`config.mk`:
```
export PLATFORM = sky130hd
export DESIGN_NAME = bus_arbiter_flat
export DESIGN_NICKNAME = d
export VERILOG_FILES = /design/src/rtl/bus_arbiter_if.sv /design/src/rtl/bus_arbiter.sv /design/src/flat_wrapper.sv
export SDC_FILE = /design/constraint.sdc
export NUM_CORES = 1
export LEC_CHECK = 0
export CAP_MARGIN = 20
export CORE_AREA = 2 2 187 189
export DETAILED_ROUTE_END_ITERATION = 6
export DIE_AREA = 0 0 189 191
export DONT_BUFFER_PORTS = 1
export PLACE_DENSITY_LB_ADDON = 0.2
export SYNTH_ARGS = -nofsm -noshare
export SYNTH_HDL_FRONTEND = slang
export SYNTH_SLANG_ARGS = --single-unit
```
`constraint.sdc`:
```
create_clock -name clk -period 2.4 [get_ports clk]
set_clock_uncertainty 0.1 [all_clocks]
set_input_delay 0.48 -clock clk [delete_from_list [all_inputs] [get_ports clk]]
set_output_delay 0.48 -clock clk [all_outputs]
set_load 0.01 [all_outputs]
```
`src/rtl/bus_arbiter_if.sv`:
```
// Cache-side and bus-side handshake bundle for bus_arbiter.
// master = arbiter view; slave = caches/bus-pins view.
interface bus_arbiter_if #(
    parameter int DW = 64,
    parameter int TW = 13
);
    logic          p0_reqcyc,   p1_reqcyc;
    logic [DW-1:0] p0_req,      p1_req;
    logic [TW-1:0] p0_reqtag,   p1_reqtag;
    logic          p0_reqack,   p1_reqack;
    logic          p0_respcyc,  p1_respcyc;
    logic [DW-1:0] p0_resp,     p1_resp;
    logic [TW-1:0] p0_resptag,  p1_resptag;
    logic          p0_respack,  p1_respack;
    logic          bus_reqcyc;
    logic [DW-1:0] bus_req;
    logic [TW-1:0] bus_reqtag;
    logic          bus_reqack;
    logic          bus_respcyc;
    logic [DW-1:0] bus_resp;
    logic [TW-1:0] bus_resptag;
    logic          bus_respack;
    logic          arb_timeout;

    modport master (
        input  p0_reqcyc, p0_req, p0_reqtag, p0_respack,
        input  p1_reqcyc, p1_req, p1_reqtag, p1_respack,
        output p0_reqack, p0_respcyc, p0_resp, p0_resptag,
        output p1_reqack, p1_respcyc, p1_resp, p1_resptag,
        output bus_reqcyc, bus_req, bus_reqtag, bus_respack, arb_timeout,
        input  bus_reqack, bus_respcyc, bus_resp, bus_resptag
    );

    modport slave (
        output p0_reqcyc, p0_req, p0_reqtag, p0_respack,
        output p1_reqcyc, p1_req, p1_reqtag, p1_respack,
        input  p0_reqack, p0_respcyc, p0_resp, p0_resptag,
        input  p1_reqack, p1_respcyc, p1_resp, p1_resptag,
        input  bus_reqcyc, bus_req, bus_reqtag, bus_respack, arb_timeout,
        output bus_reqack, bus_respcyc, bus_resp, bus_resptag
    );
endinterface

```
`src/rtl/bus_arbiter.sv`:
```
// Round-robin arbiter sharing one system bus between I-cache (port 0) and D-cache (port 1).
// Latency: 1 cycle IDLE->REQ arbitration; request/response paths combinational once granted.
// Backpressure: losers see reqack=0 until IDLE; bus acks pass straight through. Watchdog: BUS_ARB_WATCHDOG_EN.
module bus_arbiter #(
    parameter int BUS_DATA_WIDTH  = 64,
    parameter int BUS_TAG_WIDTH   = 13,
    parameter int BEATS_PER_LINE  = 8,
    parameter int WATCHDOG_CYCLES = 1024
) (
    input  logic clk,
    input  logic reset,
    bus_arbiter_if.master bif
);
    localparam int CNT_W = $clog2(BEATS_PER_LINE) + 1;

    typedef enum logic [1:0] {IDLE, REQ, RESP} state_t;

    state_t                   state_q, state_d;
    logic                     grant_q, grant_d;
    logic                     last_q,  last_d;
    logic [CNT_W-1:0]         cnt_q,   cnt_d;
    logic [BUS_TAG_WIDTH-1:0] tag_q,   tag_d;

    logic owner_reqcyc, owner_respack;
    logic resp_fwd, resp_done, wd_fire;

    assign owner_reqcyc  = grant_q ? bif.p1_reqcyc  : bif.p0_reqcyc;
    assign owner_respack = grant_q ? bif.p1_respack : bif.p0_respack;
    // Beats carrying a foreign tag belong to nobody: neither forwarded nor acked.
    assign resp_fwd  = (state_q == RESP) && bif.bus_respcyc && (bif.bus_resptag == tag_q);
    assign resp_done = resp_fwd && owner_respack;

    always_ff @(posedge clk) begin
        if (!reset) begin
            state_q <= IDLE;
            grant_q <= 1'b0;
            last_q  <= 1'b1;
            cnt_q   <= '0;
            tag_q   <= '0;
        end else begin
            state_q <= state_d;
            grant_q <= grant_d;
            last_q  <= last_d;
            cnt_q   <= cnt_d;
            tag_q   <= tag_d;
        end
    end

`ifdef BUS_ARB_WATCHDOG_EN
    logic [31:0] wd_q, wd_d;

    assign wd_fire = (state_q == RESP) && (wd_q == 32'(WATCHDOG_CYCLES));

    always_comb begin
        wd_d = '0;
        if (state_q == RESP && !resp_done && !wd_fire) begin
            wd_d = wd_q + 32'd1;
        end
    end

    always_ff @(posedge clk) begin
        if (!reset) begin
            wd_q <= '0;
        end else begin
            wd_q <= wd_d;
        end
    end
`else
    assign wd_fire = 1'b0;
`endif

    always_comb begin
        state_d = state_q;
        grant_d = grant_q;
        last_d  = last_q;
        cnt_d   = cnt_q;
        tag_d   = tag_q;

        bif.p0_reqack   = 1'b0;
        bif.p1_reqack   = 1'b0;
        bif.p0_respcyc  = 1'b0;
        bif.p1_respcyc  = 1'b0;
        bif.p0_resp     = bif.bus_resp;
        bif.p1_resp     = bif.bus_resp;
        bif.p0_resptag  = bif.bus_resptag;
        bif.p1_resptag  = bif.bus_resptag;
        bif.bus_reqcyc  = 1'b0;
        bif.bus_req     = '0;
        bif.bus_reqtag  = '0;
        bif.bus_respack = 1'b0;
        bif.arb_timeout = wd_fire;

        case (state_q)
            IDLE: begin
                if (bif.p0_reqcyc || bif.p1_reqcyc) begin
                    grant_d = (bif.p0_reqcyc && bif.p1_reqcyc) ? ~last_q : bif.p1_reqcyc;
                    tag_d   = grant_d ? bif.p1_reqtag : bif.p0_reqtag;
                    cnt_d   = '0;
                    state_d = REQ;
                end
            end
            REQ: begin
                bif.bus_reqcyc = owner_reqcyc;
                bif.bus_req    = grant_q ? bif.p1_req    : bif.p0_req;
                bif.bus_reqtag = grant_q ? bif.p1_reqtag : bif.p0_reqtag;
                bif.p0_reqack  = !grant_q && bif.bus_reqack;
                bif.p1_reqack  =  grant_q && bif.bus_reqack;
                if (owner_reqcyc && bif.bus_reqack) begin
                    if (tag_q[BUS_TAG_WIDTH-1]) begin
                        last_d  = grant_q;
                        cnt_d   = '0;
                        state_d = RESP;
                    end else if (cnt_q == CNT_W'(BEATS_PER_LINE)) begin
                        // address beat plus a full line of data has gone out
                        last_d  = grant_q;
                        cnt_d   = '0;
                        state_d = IDLE;
                    end else begin
                        cnt_d = cnt_q + 1'b1;
                    end
                end
            end
            RESP: begin
                bif.p0_respcyc  = !grant_q && resp_fwd;
                bif.p1_respcyc  =  grant_q && resp_fwd;
                bif.bus_respack = resp_done;
                if (resp_done) begin
                    if (cnt_q == CNT_W'(BEATS_PER_LINE - 1)) begin
                        cnt_d   = '0;
                        state_d = IDLE;
                    end else begin
                        cnt_d = cnt_q + 1'b1;
                    end
                end
                if (wd_fire) begin
                    cnt_d   = '0;
                    state_d = IDLE;
                end
            end
            default: state_d = IDLE;
        endcase

        // While reset is held the arbiter presents a quiet bus regardless of state.
        if (!reset) begin
            bif.p0_reqack   = 1'b0;
            bif.p1_reqack   = 1'b0;
            bif.p0_respcyc  = 1'b0;
            bif.p1_respcyc  = 1'b0;
            bif.bus_reqcyc  = 1'b0;
            bif.bus_req     = '0;
            bif.bus_reqtag  = '0;
            bif.bus_respack = 1'b0;
            bif.arb_timeout = 1'b0;
        end
    end
endmodule
```
`src/flat_wrapper.sv`:
```
// flat-port wrapper written by rule: the top's interface ports become plain ports
module bus_arbiter_flat 
#(
    parameter int BUS_DATA_WIDTH  = 64,
    parameter int BUS_TAG_WIDTH   = 13,
    parameter int BEATS_PER_LINE  = 8,
    parameter int WATCHDOG_CYCLES = 1024
)
  (clk, reset, bif_p0_reqcyc, bif_p0_req, bif_p0_reqtag, bif_p0_respack, bif_p1_reqcyc, bif_p1_req, bif_p1_reqtag, bif_p1_respack, bif_p0_reqack, bif_p0_respcyc, bif_p0_resp, bif_p0_resptag, bif_p1_reqack, bif_p1_respcyc, bif_p1_resp, bif_p1_resptag, bif_bus_reqcyc, bif_bus_req, bif_bus_reqtag, bif_bus_respack, bif_arb_timeout, bif_bus_reqack, bif_bus_respcyc, bif_bus_resp, bif_bus_resptag);
  bus_arbiter_if bif_i ();
  input  logic clk;
  input  logic reset;
  input wire logic [$bits(bif_i.p0_reqcyc)-1:0] bif_p0_reqcyc;
  input wire logic [$bits(bif_i.p0_req)-1:0] bif_p0_req;
  input wire logic [$bits(bif_i.p0_reqtag)-1:0] bif_p0_reqtag;
  input wire logic [$bits(bif_i.p0_respack)-1:0] bif_p0_respack;
  input wire logic [$bits(bif_i.p1_reqcyc)-1:0] bif_p1_reqcyc;
  input wire logic [$bits(bif_i.p1_req)-1:0] bif_p1_req;
  input wire logic [$bits(bif_i.p1_reqtag)-1:0] bif_p1_reqtag;
  input wire logic [$bits(bif_i.p1_respack)-1:0] bif_p1_respack;
  output wire logic [$bits(bif_i.p0_reqack)-1:0] bif_p0_reqack;
  output wire logic [$bits(bif_i.p0_respcyc)-1:0] bif_p0_respcyc;
  output wire logic [$bits(bif_i.p0_resp)-1:0] bif_p0_resp;
  output wire logic [$bits(bif_i.p0_resptag)-1:0] bif_p0_resptag;
  output wire logic [$bits(bif_i.p1_reqack)-1:0] bif_p1_reqack;
  output wire logic [$bits(bif_i.p1_respcyc)-1:0] bif_p1_respcyc;
  output wire logic [$bits(bif_i.p1_resp)-1:0] bif_p1_resp;
  output wire logic [$bits(bif_i.p1_resptag)-1:0] bif_p1_resptag;
  output wire logic [$bits(bif_i.bus_reqcyc)-1:0] bif_bus_reqcyc;
  output wire logic [$bits(bif_i.bus_req)-1:0] bif_bus_req;
  output wire logic [$bits(bif_i.bus_reqtag)-1:0] bif_bus_reqtag;
  output wire logic [$bits(bif_i.bus_respack)-1:0] bif_bus_respack;
  output wire logic [$bits(bif_i.arb_timeout)-1:0] bif_arb_timeout;
  input wire logic [$bits(bif_i.bus_reqack)-1:0] bif_bus_reqack;
  input wire logic [$bits(bif_i.bus_respcyc)-1:0] bif_bus_respcyc;
  input wire logic [$bits(bif_i.bus_resp)-1:0] bif_bus_resp;
  input wire logic [$bits(bif_i.bus_resptag)-1:0] bif_bus_resptag;
  assign bif_i.p0_reqcyc = bif_p0_reqcyc;
  assign bif_i.p0_req = bif_p0_req;
  assign bif_i.p0_reqtag = bif_p0_reqtag;
  assign bif_i.p0_respack = bif_p0_respack;
  assign bif_i.p1_reqcyc = bif_p1_reqcyc;
  assign bif_i.p1_req = bif_p1_req;
  assign bif_i.p1_reqtag = bif_p1_reqtag;
  assign bif_i.p1_respack = bif_p1_respack;
  assign bif_p0_reqack = bif_i.p0_reqack;
  assign bif_p0_respcyc = bif_i.p0_respcyc;
  assign bif_p0_resp = bif_i.p0_resp;
  assign bif_p0_resptag = bif_i.p0_resptag;
  assign bif_p1_reqack = bif_i.p1_reqack;
  assign bif_p1_respcyc = bif_i.p1_respcyc;
  assign bif_p1_resp = bif_i.p1_resp;
  assign bif_p1_resptag = bif_i.p1_resptag;
  assign bif_bus_reqcyc = bif_i.bus_reqcyc;
  assign bif_bus_req = bif_i.bus_req;
  assign bif_bus_reqtag = bif_i.bus_reqtag;
  assign bif_bus_respack = bif_i.bus_respack;
  assign bif_arb_timeout = bif_i.arb_timeout;
  assign bif_i.bus_reqack = bif_bus_reqack;
  assign bif_i.bus_respcyc = bif_bus_respcyc;
  assign bif_i.bus_resp = bif_bus_resp;
  assign bif_i.bus_resptag = bif_bus_resptag;
  bus_arbiter #(.BUS_DATA_WIDTH(BUS_DATA_WIDTH), .BUS_TAG_WIDTH(BUS_TAG_WIDTH), .BEATS_PER_LINE(BEATS_PER_LINE), .WATCHDOG_CYCLES(WATCHDOG_CYCLES)) u_core (.clk(clk), .reset(reset), .bif(bif_i));
endmodule
```
# == Word-level counts from Yosys, hierarchy flattened ==
# Index checks and enable logic that the tools add are counted.
# word_totals
regBits,21
latchBits,0
mem_bits_rw,0
rom_bits,0
output_inout_bits,238
wordCells,73
mem_count,0
# op_classes
add_sub_neg,1
mul,0
div,0
n_lt_le_gt_ge,0
n_eq_ne,10
shifts,0
mux,38
bitwise_logic,1
n_reduce_logical,18
# op_table
op,n
$mux 64,3
$mux 13,4
$mux 4,6
$mux 1,17
$eq 13x13->1,1
$mux 2,6
$pmux 4 s3,1
$logic_and 1x1->1,9
$ne 2x1->1 const B,3
$pmux 2 s3,1
$reduce_and 5->1,1
$add 4x1->4 const B,1
$eq 4x3->1 const B,1
$eq 4x4->1 const B,1
$reduce_and 4->1,1
$ne 3x1->1 const B,1
$reduce_and 3->1,1
$reduce_bool 3->1,1
$eq 2x1->1 const B,1
$eq 2x2->1 const B,1
$logic_not 2->1,1
$ne 2x2->1 const B,1
$reduce_and 2->1,1
$reduce_bool 2->1,1
3 further kinds,3

# == Depth between registers and ports, before layout ==
# logic_depth
depth_word,6
depth_mapped,8
ltp_nobuf,7

# == Worst setup path before layout ==
# Ideal clock, no wire load.
# synth_timing
path_type,reg-to-output
from,register u_core.state_q[1]
to,output port bif_bus_reqtag[10]
t_arrival_ps,1555
path_slack_ps,265
stages_incl_launch_ff,8
n_path_buf,3
cell_sequence,dfxtp_1 -> inv_1 -> ha_1 -> clkbuf_1 -> nand2_1 -> clkbuf_1 -> buf_1 -> nor2_1
# synth_between
elab_chain_len,3
# synth_rtl
element,line_no,text
"start, declared",bus_arbiter.sv:18,"state_t state_q, state_d;"
"start signal, assigned",bus_arbiter.sv:41,state_q <= state_d;
$eq 2x1->1,bus_arbiter.sv:93,case (state_q)
$mux 13,bus_arbiter.sv:93,
$mux 13,bus_arbiter.sv:144,if (!reset) begin
"end, declared",flat_wrapper.sv:31,output wire logic [$bits(bif_i.bus_reqtag)-1:0] bif_bus_reqtag;
# Every way passes these cells.

# == Worst setup path after layout ==
# layout_timing
from,register u_core.tag_q[12]
to,output port bif_bus_respack
# layout_between
elab_chain_len,5
# layout_rtl
element,line_no,text
"start, declared",bus_arbiter.sv:22,"logic [BUS_TAG_WIDTH-1:0] tag_q, tag_d;"
"start signal, assigned",bus_arbiter.sv:45,tag_q <= tag_d;
$eq 13x13->1,bus_arbiter.sv:30,assign resp_fwd = (state_q == RESP) && bif.bus_respcyc && (bif.bus_resptag == tag_q);
$logic_and 1x1->1,bus_arbiter.sv:30,
$logic_and 1x1->1,bus_arbiter.sv:31,assign resp_done = resp_fwd && owner_respack;
$mux 1,bus_arbiter.sv:93,
$mux 1,bus_arbiter.sv:144,
"end, declared",flat_wrapper.sv:32,output wire logic [$bits(bif_i.bus_respack)-1:0] bif_bus_respack;
# Every way passes these cells.

==> results_dict.tcl <==
set metrics [dict create \
    cts_buffers 3 \
    ios 477 \
    power_frac_clock_pct 18.0 \
    tritoncts "yes" \
    yosysSeqAreaShare_pct 11.18 \
    synth.distinct_cells 43 \
    io_buffers 0 \
    startpoint_type "register" \
    final_max_slew_viol_count 0 \
    start_util_pct 11.02 \
    hold_ws_ps 237.7 \
    critical_path_peak_fanout 4 \
    drt_pass1_iterations 4 \
    yosys-top-cells-area "buf_4 31%, mux2i_1 26%, dfxtp_1 11%, nor2_1 8.6%, o211a_1 3.2%" \
    grt_busiest_layer "met2" \
    drcViolationCount 0 \
    instances_no_fill 792 \
    core_area_mm2 0.03412 \
    rsz0062_at_grt "true" \
    synth_area_mm2 0.003761 \
    cap_violations 0 \
    cts_root_buffer "clkbuf_16" \
    clk_path_buf_depth 2 \
    power.leakage_nw 1.125 \
    grt_max_degree 45 \
    vias 2568 \
    fmax_ghz 0.4369 \
    power.switching_mw 0.9517 \
    p_int_mw 1.162 \
    grt_use_met1_pct 8.889 \
    power_mw 2.114 \
    p_seq_share_pct 24.8 \
    drt_first_iter_violations 81 \
    routedWlPerCell_um 20.09 \
    switching_share_pct 45.02 \
    antenna_found_initial 2 \
    yosys-top-cells-count "156 x buf_4, 96 x mux2i_1, 86 x nor2_1" \
    hold_viol_final 0 \
    syn_to_final_growth_pct -10.91 \
    dp_hpwl_um 13930 \
    track_usage_pct 8.189 \
    tns_ps 0 \
    synthCells 492 \
    hp-class "in2reg" \
    ant_nets 0 \
    cts_sinks 21 \
    yosys.area.top_type "buf_4" \
    period_needed_ps 2289 \
    path_class "reg2out" \
    async_reset_ff_share_pct 0 \
    grt_pass1_wl_um 20070 \
    avgSynthCellArea_um2 7.645 \
    overflow 0 \
    crit_arrival_ps 1710 \
    synth_nets 737 \
    end_kind "output pin" \
    clk_transition_reported_paths_ps 70 \
    required_ps 1820 \
    die_h_um 191 \
    place_inst 786 \
    peakVddDrop_v 0.0001488 \
    worstSkewPairLatency_ps 260 \
    synth.most_common_cell "buf_4" \
    setup_viol 0 \
    final_net_count 582 \
    use_met3_pct 2.130 \
    layout_setup_ws_ps 111.4 \
    fp.dieW_um 189 \
    synth_top_area_share_pct 31.14 \
    dieArea_mm2 0.03610 \
    grt_use_met2_pct 14.45 \
    power_density_mw_per_mm2 630.9 \
    routed_wl_um 15910 \
    viasPerCell 3.242 \
    fin_crit_sh_pct 95.36 \
    synth_edf_count 0 \
    placementRows 68 \
    ys_warn_count 0 \
    power_frac_comb_pct 57.2 \
    synth_seq_cells 21 \
    dpl_worst_slack_ps 100.3 \
    gp_congestion 0.7888 \
    drive_gt1_share_pct 11.01 \
    hold_buffers 0 \
    status "finished clean" \
    grt_pass1_vias 2462 \
    htreeDepth 1 \
    ys.flop_type "dfxtp_1" \
]
==> power groups by stage <==
stage	registers, mW	logic, mW	clock network (mW)
floorplan	0.488	1.21	0
global placement	0.533	1.24	0
detailed placement	0.535	1.23	0
CTS	0.527	1.24	0.398
global route	0.540	1.34	0.410
finish	0.525	1.21	0.380
==> layout by cell type, fill, tap and decap left out, drive strengths merged, types with 2 or more instances in the layout <==
master / netlist / final
o31ai: 2 / 2
nor3b: 2 / 2
nand3: 6 / 6
nand2: 27 / 27
xnor2: 13 / 13
o211ai: 2 / 2
dfxtp: 21 / 21
a21boi: 3 / 3
mux2i: 96 / 96
buf: 166 / 20
nand3b: 3 / 3
nand4: 4 / 4
a21oi: 4 / 4
o21ai: 3 / 3
o211a: 12 / 12
inv: 6 / 6
clkbuf: 14 / 3
nor2: 87 / 87
ha: 6 / 6
==> metal layers <==
metal / part of all wire (%) / vias up
met4: 4.8 / 0
met1: 37 / 1125
met2: 50 / 213
met5: 0 / -
li1: - / 1168
met3: 8.4 / 62
==> stage by stage <==
stage,util (%),cell area [um^2]
2_1_floorplan,-,3761
3_3_place_gp,9.513,3246
3_5_place_dp,9.513,3246
4_1_cts,9.773,3334
5_1_grt,9.821,3351
6_report,9.821,3351
==> registers in the layout, indices dropped and copies added, names as in the netlist <==
| signal | cells |
|---|---|
| u_core.tag_q | 13 |
| u_core.state_q | 2 |
| u_core.cnt_q | 4 |
| u_core.last_q | 1 |
| u_core.grant_q | 1 |
==> logic make-up (layout without fill, tap and decap cells) <==
family,Yosys count,after routing,share of synthesized area (%)
buffers and inverters,186,30,34.86
AND/OR/NAND/NOR,137,137,15.97
multiplexers,96,96,25.55
AO/OA/AOI/OAI,32,32,7.319
flip-flops,21,21,11.18
XOR/XNOR,13,13,3.027
adder cells (fa/ha/maj),6,6,1.996
other,1,2,0.09970
==> critical path, cell delays in order, from the launching register on <==
cell     delay [ps]
dfxtp_2         350
xnor2_1         160
nand4_1         200
nor4_2          330
nand3_1         150
nor2_1          130
buf_4           130
==> worst paths after layout <==
check,from,endpoint,slack [ps],cells past startpoint
min reg2reg,u_core.cnt_q[1]$_SDFFE_PN0P_,u_core.cnt_q[1]$_SDFFE_PN0P_,400,2
min,reset,u_core.last_q$_SDFFE_PN1P_,240,1
max reg2reg,u_core.tag_q[10]$_SDFFE_PN0P_,u_core.cnt_q[1]$_SDFFE_PN0P_,410,6
max,u_core.tag_q[12]$_SDFFE_PN0P_,bif_bus_respack,110,6
==> timing repair <==
item                       in CTS  in global routing
buffers inserted                0                  1
pin swaps                       1                  3
hold endpoints to repair        0                  0
setup endpoints to repair       1                  4
gates resized for setup         1                  3
==> cell type report <==
class	count	area (um^2)
fill	3982	30770
multi-input combinational	285	2043
tap	455	569.3
sequential	21	426.7
timing repair buffer	20	203.9
clock buffer	3	75.07
inverter	6	22.52
clock inverter	1	7.507
antenna	1	2.502
Power figures use the tool's default switching activity.
==> patch 1 (config.mk and constraints unchanged) <==
`BEATS_PER_LINE` is set to 8 in 2 places; all go to 4.
--- a/src/rtl/bus_arbiter.sv
+++ b/src/rtl/bus_arbiter.sv
@@ -5,5 +5,5 @@
     parameter int BUS_DATA_WIDTH  = 64,
     parameter int BUS_TAG_WIDTH   = 13,
-    parameter int BEATS_PER_LINE  = 8,
+    parameter int BEATS_PER_LINE  = 4,
     parameter int WATCHDOG_CYCLES = 1024
 ) (
--- a/src/flat_wrapper.sv
+++ b/src/flat_wrapper.sv
@@ -4,5 +4,5 @@
     parameter int BUS_DATA_WIDTH  = 64,
     parameter int BUS_TAG_WIDTH   = 13,
-    parameter int BEATS_PER_LINE  = 8,
+    parameter int BEATS_PER_LINE  = 4,
     parameter int WATCHDOG_CYCLES = 1024
 )
Function: no difference found for any inputs over 4 cycles, from zero or initial values and one cycle with reset low; that may be too few to reach the edited logic, so the function may still have changed.
==> patch 1 against the unedited design <==
Worst setup slack worse by 0.013 ns. Critical endpoint is now bif_bus_req[37]. Total power up 1.5%. Worst hold slack got worse by 0.036 ns. Highest routed layer unchanged. Synthesized area decreased by 2.8%. Routed wire length shrank 7.8%. Design area up 2.6%. Largest power group unchanged. Sequential cell count decreased by 1.
==> patch 1: results (changes against the unedited design) <==
power_and_ir_drop:
  share_seq_of_total_power: 0.226  # -0.022
  power_dissipated_in_sequential_cells_uw: 485  # -7.6%
  power.ir.vdd_worst_mv: 0.280  # +88%
  cellLeakagePower_nw: 1.09  # -3.2%
  power.internal_mw: 1.18  # +1.7%
  combPwrFrac: 0.601  # +0.029
yosys:
  synthesis.nets: 742  # +0.68%
  netlist_instances: 495  # +0.61%
  synth_cell_type_count: 34  # -21%
  post_synthesis_adder_cell_area_fraction: 0.0274  # +0.00741
  synth-xor-area-share: 0.0311  # +0.000860
  synth-warning-count: 0  # unchanged
  compound_cell_area_share_of_the_yosys_netlist: 0.0660  # -0.00716
  synth.mux.area_fraction: 0.252  # -0.00369
  synth.yosys.seq_area_share: 0.109  # -0.00230
  synth_top_cells_by_count: "156 x buf_4, 101 x nor2_1, 92 x mux2i_1"
  synth.area.top_cells: "buf_4 32%, mux2i_1 25%, dfxtp_1 11%"
  ys_dominant_reg_cell: "dfxtp_1"
placement:
  dp_slack_ns: -0.00806  # -0.108 ns
  sum_of_net_half_perimeters_after_detailed_placement_um: 12800  # -8.3%
  place.gp.congestion: 0.797  # +1.0%
  placement.cell_area_mm2: 0.00327  # +0.89%
  port_buffers: 0  # unchanged
  placed_cells: 804  # +2.3%
final_layout:
  nets: 602  # +3.4%
  top_regs: "u_core.tag_q x13, u_core.cnt_q x3, u_core.state_q x2"
  share_of_post_route_cells_with_drive_strength_above_1: 0.164  # +0.0537
  final_cell_count_no_fill: 811  # +2.4%
global_routing:
  met2_usage: 0.126  # -0.0190
  grt_first_pass_wirelength_um: 19200  # -4.3%
  maximum_number_of_pins_on_one_net_before_global_route_repair: 43  # -4.4%
  gr-usage-all-layers: 0.0743  # -0.00754
  globalRouteMet1Util: 0.0759  # -0.0130
  global_route.usage.met3: 0.0391  # +0.0178
  number_of_antenna_violations_at_the_first_check_in_global_routing: 4  # +2
timing:
  timing_worst_slew_pin_value_ns: 0.530
route:
  drt-total-wl_um: 14700  # -7.8%
  via_count: 2634  # +2.6%
  first_pass_iters: 4  # unchanged
  first_iter_violations: 101  # +25%
cts:
  clkTransAtPathRegs_ns: 0.06
worst_setup_path:
  timing.critical_path.fanout_max: 40  # +36
hold_path:
  worstHoldPathType: "input port to register"
outcome:
  run_status: "finished, final reports clean"
[patch 1: changes by cell type after synthesis, moves of 5 or more]
cell / delta
o21ai_0: +5
nor2_1: +15
buf_2: -7
clkbuf_1: +10
o211a_1: -12
nand2_1: -18
a211oi_1: +14
a21oi_1: +6
[patch 1: per-layer routing]
metal	vias up	routed length, µm
li1	1203	-
met2	265	7180
met1	1135	4990
met5	-	0
met3	31	2020
met4	0	484
[patch 1: kinds of logic after synthesis]
logic type | Yosys count
DFF | 20
muxes | 92
buffers and inverters | 190
adders and majority gates | 8
and+or+nand+nor | 134
other | 1
xor gates and xnor gates | 13
AOI/OAI and AO/OA | 37
[patch 1: worst paths after layout]
path | slack [ns] | from | endpoint | depth (start not counted)
worst max register to register | 0.13 | u_core.state_q[0]$_SDFFE_PN0P_ | u_core.cnt_q[1]$_SDFFE_PN0P_ | 7
worst min register to register | 0.41 | u_core.tag_q[9]$_SDFFE_PN0P_ | u_core.tag_q[9]$_SDFFE_PN0P_ | 2
worst min-delay path | 0.20 | reset | u_core.last_q$_SDFFE_PN1P_ | 1
worst max-delay path | 0.1 | u_core.state_q[1]$_SDFFE_PN0P_ | bif_bus_req[37] | 6
[patch 1: repair_timing]
action	4_1_cts	5_1_grt
setup endpoints to repair	8	25
setup buffers	0	1
endpoints found under the hold margin	0	0
pin swaps	0	6
gates resized for setup	2	19
[patch 1: critical path: cells and delay by family (launching register included)]
family	cells	cell delay (ns)
adder cells (fa/ha/maj)	1	0.29
buffers and inverters	3	0.44
flip-flops	1	0.35
AND/OR/NAND/NOR	2	0.34
[patch 1: cell type report]
cell class              count  area, µm²
well taps                 455        569
diodes                      2       5.00
fillers                  3997      30700
flip-flops and latches     20        409
clock buffers               4       78.8
multi-input cells         285       2020
repair buffers             35        312
inverters                  10       40.0
==> patch 2 (config.mk and constraints unchanged) <==
Without the edit above. Compare `cnt_q` against `CNT_W'(BEATS_PER_LINE)` with >= in place of ==.
--- a/src/rtl/bus_arbiter.sv
+++ b/src/rtl/bus_arbiter.sv
@@ -111,5 +111,5 @@
                         cnt_d   = '0;
                         state_d = RESP;
-                    end else if (cnt_q == CNT_W'(BEATS_PER_LINE)) begin
+                    end else if (cnt_q >= CNT_W'(BEATS_PER_LINE)) begin
                         // address beat plus a full line of data has gone out
                         last_d  = grant_q;
Behaviour: same outputs for any inputs over 4 cycles, from zero or initial values and one cycle with reset low; that may be too few to reach the edited logic, so the function may still have changed.
==> patch 2 against the unedited design <==
Maximum frequency rose by 0.26%. Total power grew 1.5%. Design area increased by 1.5%. Sequential cell count is the same. Largest power group unchanged. Critical path depth fell by 1. Synthesized area down 2.0%. Routed wire length decreased by 4.1%. Worst setup slack better by 0.0058 ns. Via count about the same. Clock power about the same.
==> patch 2: results (changes against the unedited design) <==
outcome:
  run_status: "finished, final reports clean"
placement:
  placement.cell_area_mm2: 0.00326  # +0.54%
  dp_slack_ns: 0.0817  # -0.0186 ns
  place.gp.congestion: 0.686  # -13%
  sum_of_net_half_perimeters_after_detailed_placement_um: 13200  # -5.3%
  placed_cells: 788  # +0.25%
global_routing:
  globalRouteMet1Util: 0.0781  # -0.0108
  via_count_of_the_first_global_routing_pass: 2348  # -4.6%
  number_of_antenna_violations_at_the_first_check_in_global_routing: 3  # +1
  met2_usage: 0.137  # -0.00803
  gr-usage-all-layers: 0.0757  # -0.00620
  global_route.usage.met3: 0.0290  # +0.00771
  grt_first_pass_wirelength_um: 19000  # -5.4%
  maximum_number_of_pins_on_one_net_before_global_route_repair: 39  # -13%
route:
  wirelength_met1_um: 5140  # -13%
  first_iter_violations: 118  # +46%
  topRoutingLayerUsed: "met4"
  first_pass_iters: 4  # unchanged
  route.met2.wl_um: 7730  # -2.4%
  vias_per_cell: 3.24  # -0.16%
  wl_per_cell_um: 19.2  # -4.2%
  drt-total-wl_um: 15300  # -4.1%
  wl_met3_um: 1820  # +36%
final_layout:
  share_of_post_route_cells_with_drive_strength_above_1: 0.136  # +0.0260
  antenna_cells_inserted: 0  # -1
yosys:
  post_synthesis_adder_cell_area_fraction: 0.0204  # +0.000413
  synth.yosys.seq_area_share: 0.114  # +0.00232
  syn-mean-instance-area_um2: 7.61  # -0.41%
  synth.area.top_cells: "buf_4 32%, mux2i_1 26%, dfxtp_1 11%"
  synth_top_cells_by_count: "155 x buf_4, 96 x mux2i_1, 83 x nor2_1"
  synthesis.nets: 729  # -1.1%
  synth-xor-area-share: 0.0309  # +0.000627
  synth_cell_type_count: 33  # -23%
  compound_cell_area_share_of_the_yosys_netlist: 0.0747  # +0.00152
  synth_async_sr_flop_share: 0  # unchanged
worst_setup_path:
  biggest_cell_delay_along_the_critical_path_ns: 0.38  # +0.03 ns
  timing.reg2reg.setup_slack_ns: 0.38  # -0.03 ns
  crit_path_top_delay_cell: "nor4_4"
  worst_reg2reg_endpoint: "u_core.cnt_q[2]$_SDFFE_PN0P_"
  cp-endpoint: "bif_p0_respcyc"
  rr_startpoint: "u_core.tag_q[3]$_SDFFE_PN0P_"
  ff2ff_path_depth: 8  # +2
  timing.critical_path.fanout_max: 3  # -1
  setup.worst_path.start: "u_core.tag_q[8]$_SDFFE_PN0P_"
timing:
  clock.fmax_mhz: 438  # +0.26%
power_and_ir_drop:
  pg_comb_mw: 1.25  # +3%
  cellLeakagePower_nw: 1.17  # +3.6%
  power.ir.vdd_worst_mv: 0.243  # +63%
  switchingPower_uw: 958  # +0.71%
cts:
  clockRootBuffer: "clkbuf_16"
hold_path:
  worstHoldPathType: "input port to register"
==> patch 2: changes by cell type in the layout (fill, tap and decap cells not counted), moves of 2 or more <==
cell and delta:
a21boi_1 -2, a21oi_1 +2, buf_4 +11, nand2_1 -3, nand4_2 -2, nor2_1 -6
nor2_4 +3, o211a_1 +2, o21a_1 +2
==> patch 2: worst min path at each step <==
| stage | startpoint | to | slack, ns | depth (start not counted) |
|---|---|---|---|---|
| global route | reset | u_core.last_q$_SDFFE_PN1P_ | 0.24 | 1 |
| detailed placement | u_core.cnt_q[1]$_SDFFE_PN0P_ | u_core.cnt_q[1]$_SDFFE_PN0P_ | 0.41 | 2 |
| floorplan | u_core.cnt_q[1]$_SDFFE_PN0P_ | u_core.cnt_q[1]$_SDFFE_PN0P_ | 0.37 | 2 |
| finish | reset | u_core.last_q$_SDFFE_PN1P_ | 0.21 | 1 |
| CTS | reset | u_core.last_q$_SDFFE_PN1P_ | 0.20 | 1 |
| global placement | u_core.state_q[1]$_SDFFE_PN0P_ | u_core.state_q[1]$_SDFFE_PN0P_ | 0.40 | 2 |
==> patch 2: area by class of cell <==
type / instances / area [µm²]
sequential: 21 / 425
clock buffer: 4 / 78.8
timing repair buffer: 30 / 275
inverter: 6 / 22.5
fill: 3966 / 30700
multi-input combinational: 277 / 2030
tap: 455 / 569
==> patch 2: worst register-to-register path, stage by stage (launching register included) <==
cell and delay, ns:
dfxtp_1 0.36, xnor2_1 0.13, nand4_1 0.20, buf_4 0.21
buf_4 0.14, o41ai_4 0.33, buf_4 0.20, a31oi_1 0.08
o21a_1 0.18
==> patch 2: repair_timing <==
| item | CTS | global route |
|---|---|---|
| hold buffers | 0 | 0 |
| resized for setup | 11 | 0 |
| endpoints found under the setup margin | 3 | 0 |
| setup buffers | 1 | 0 |
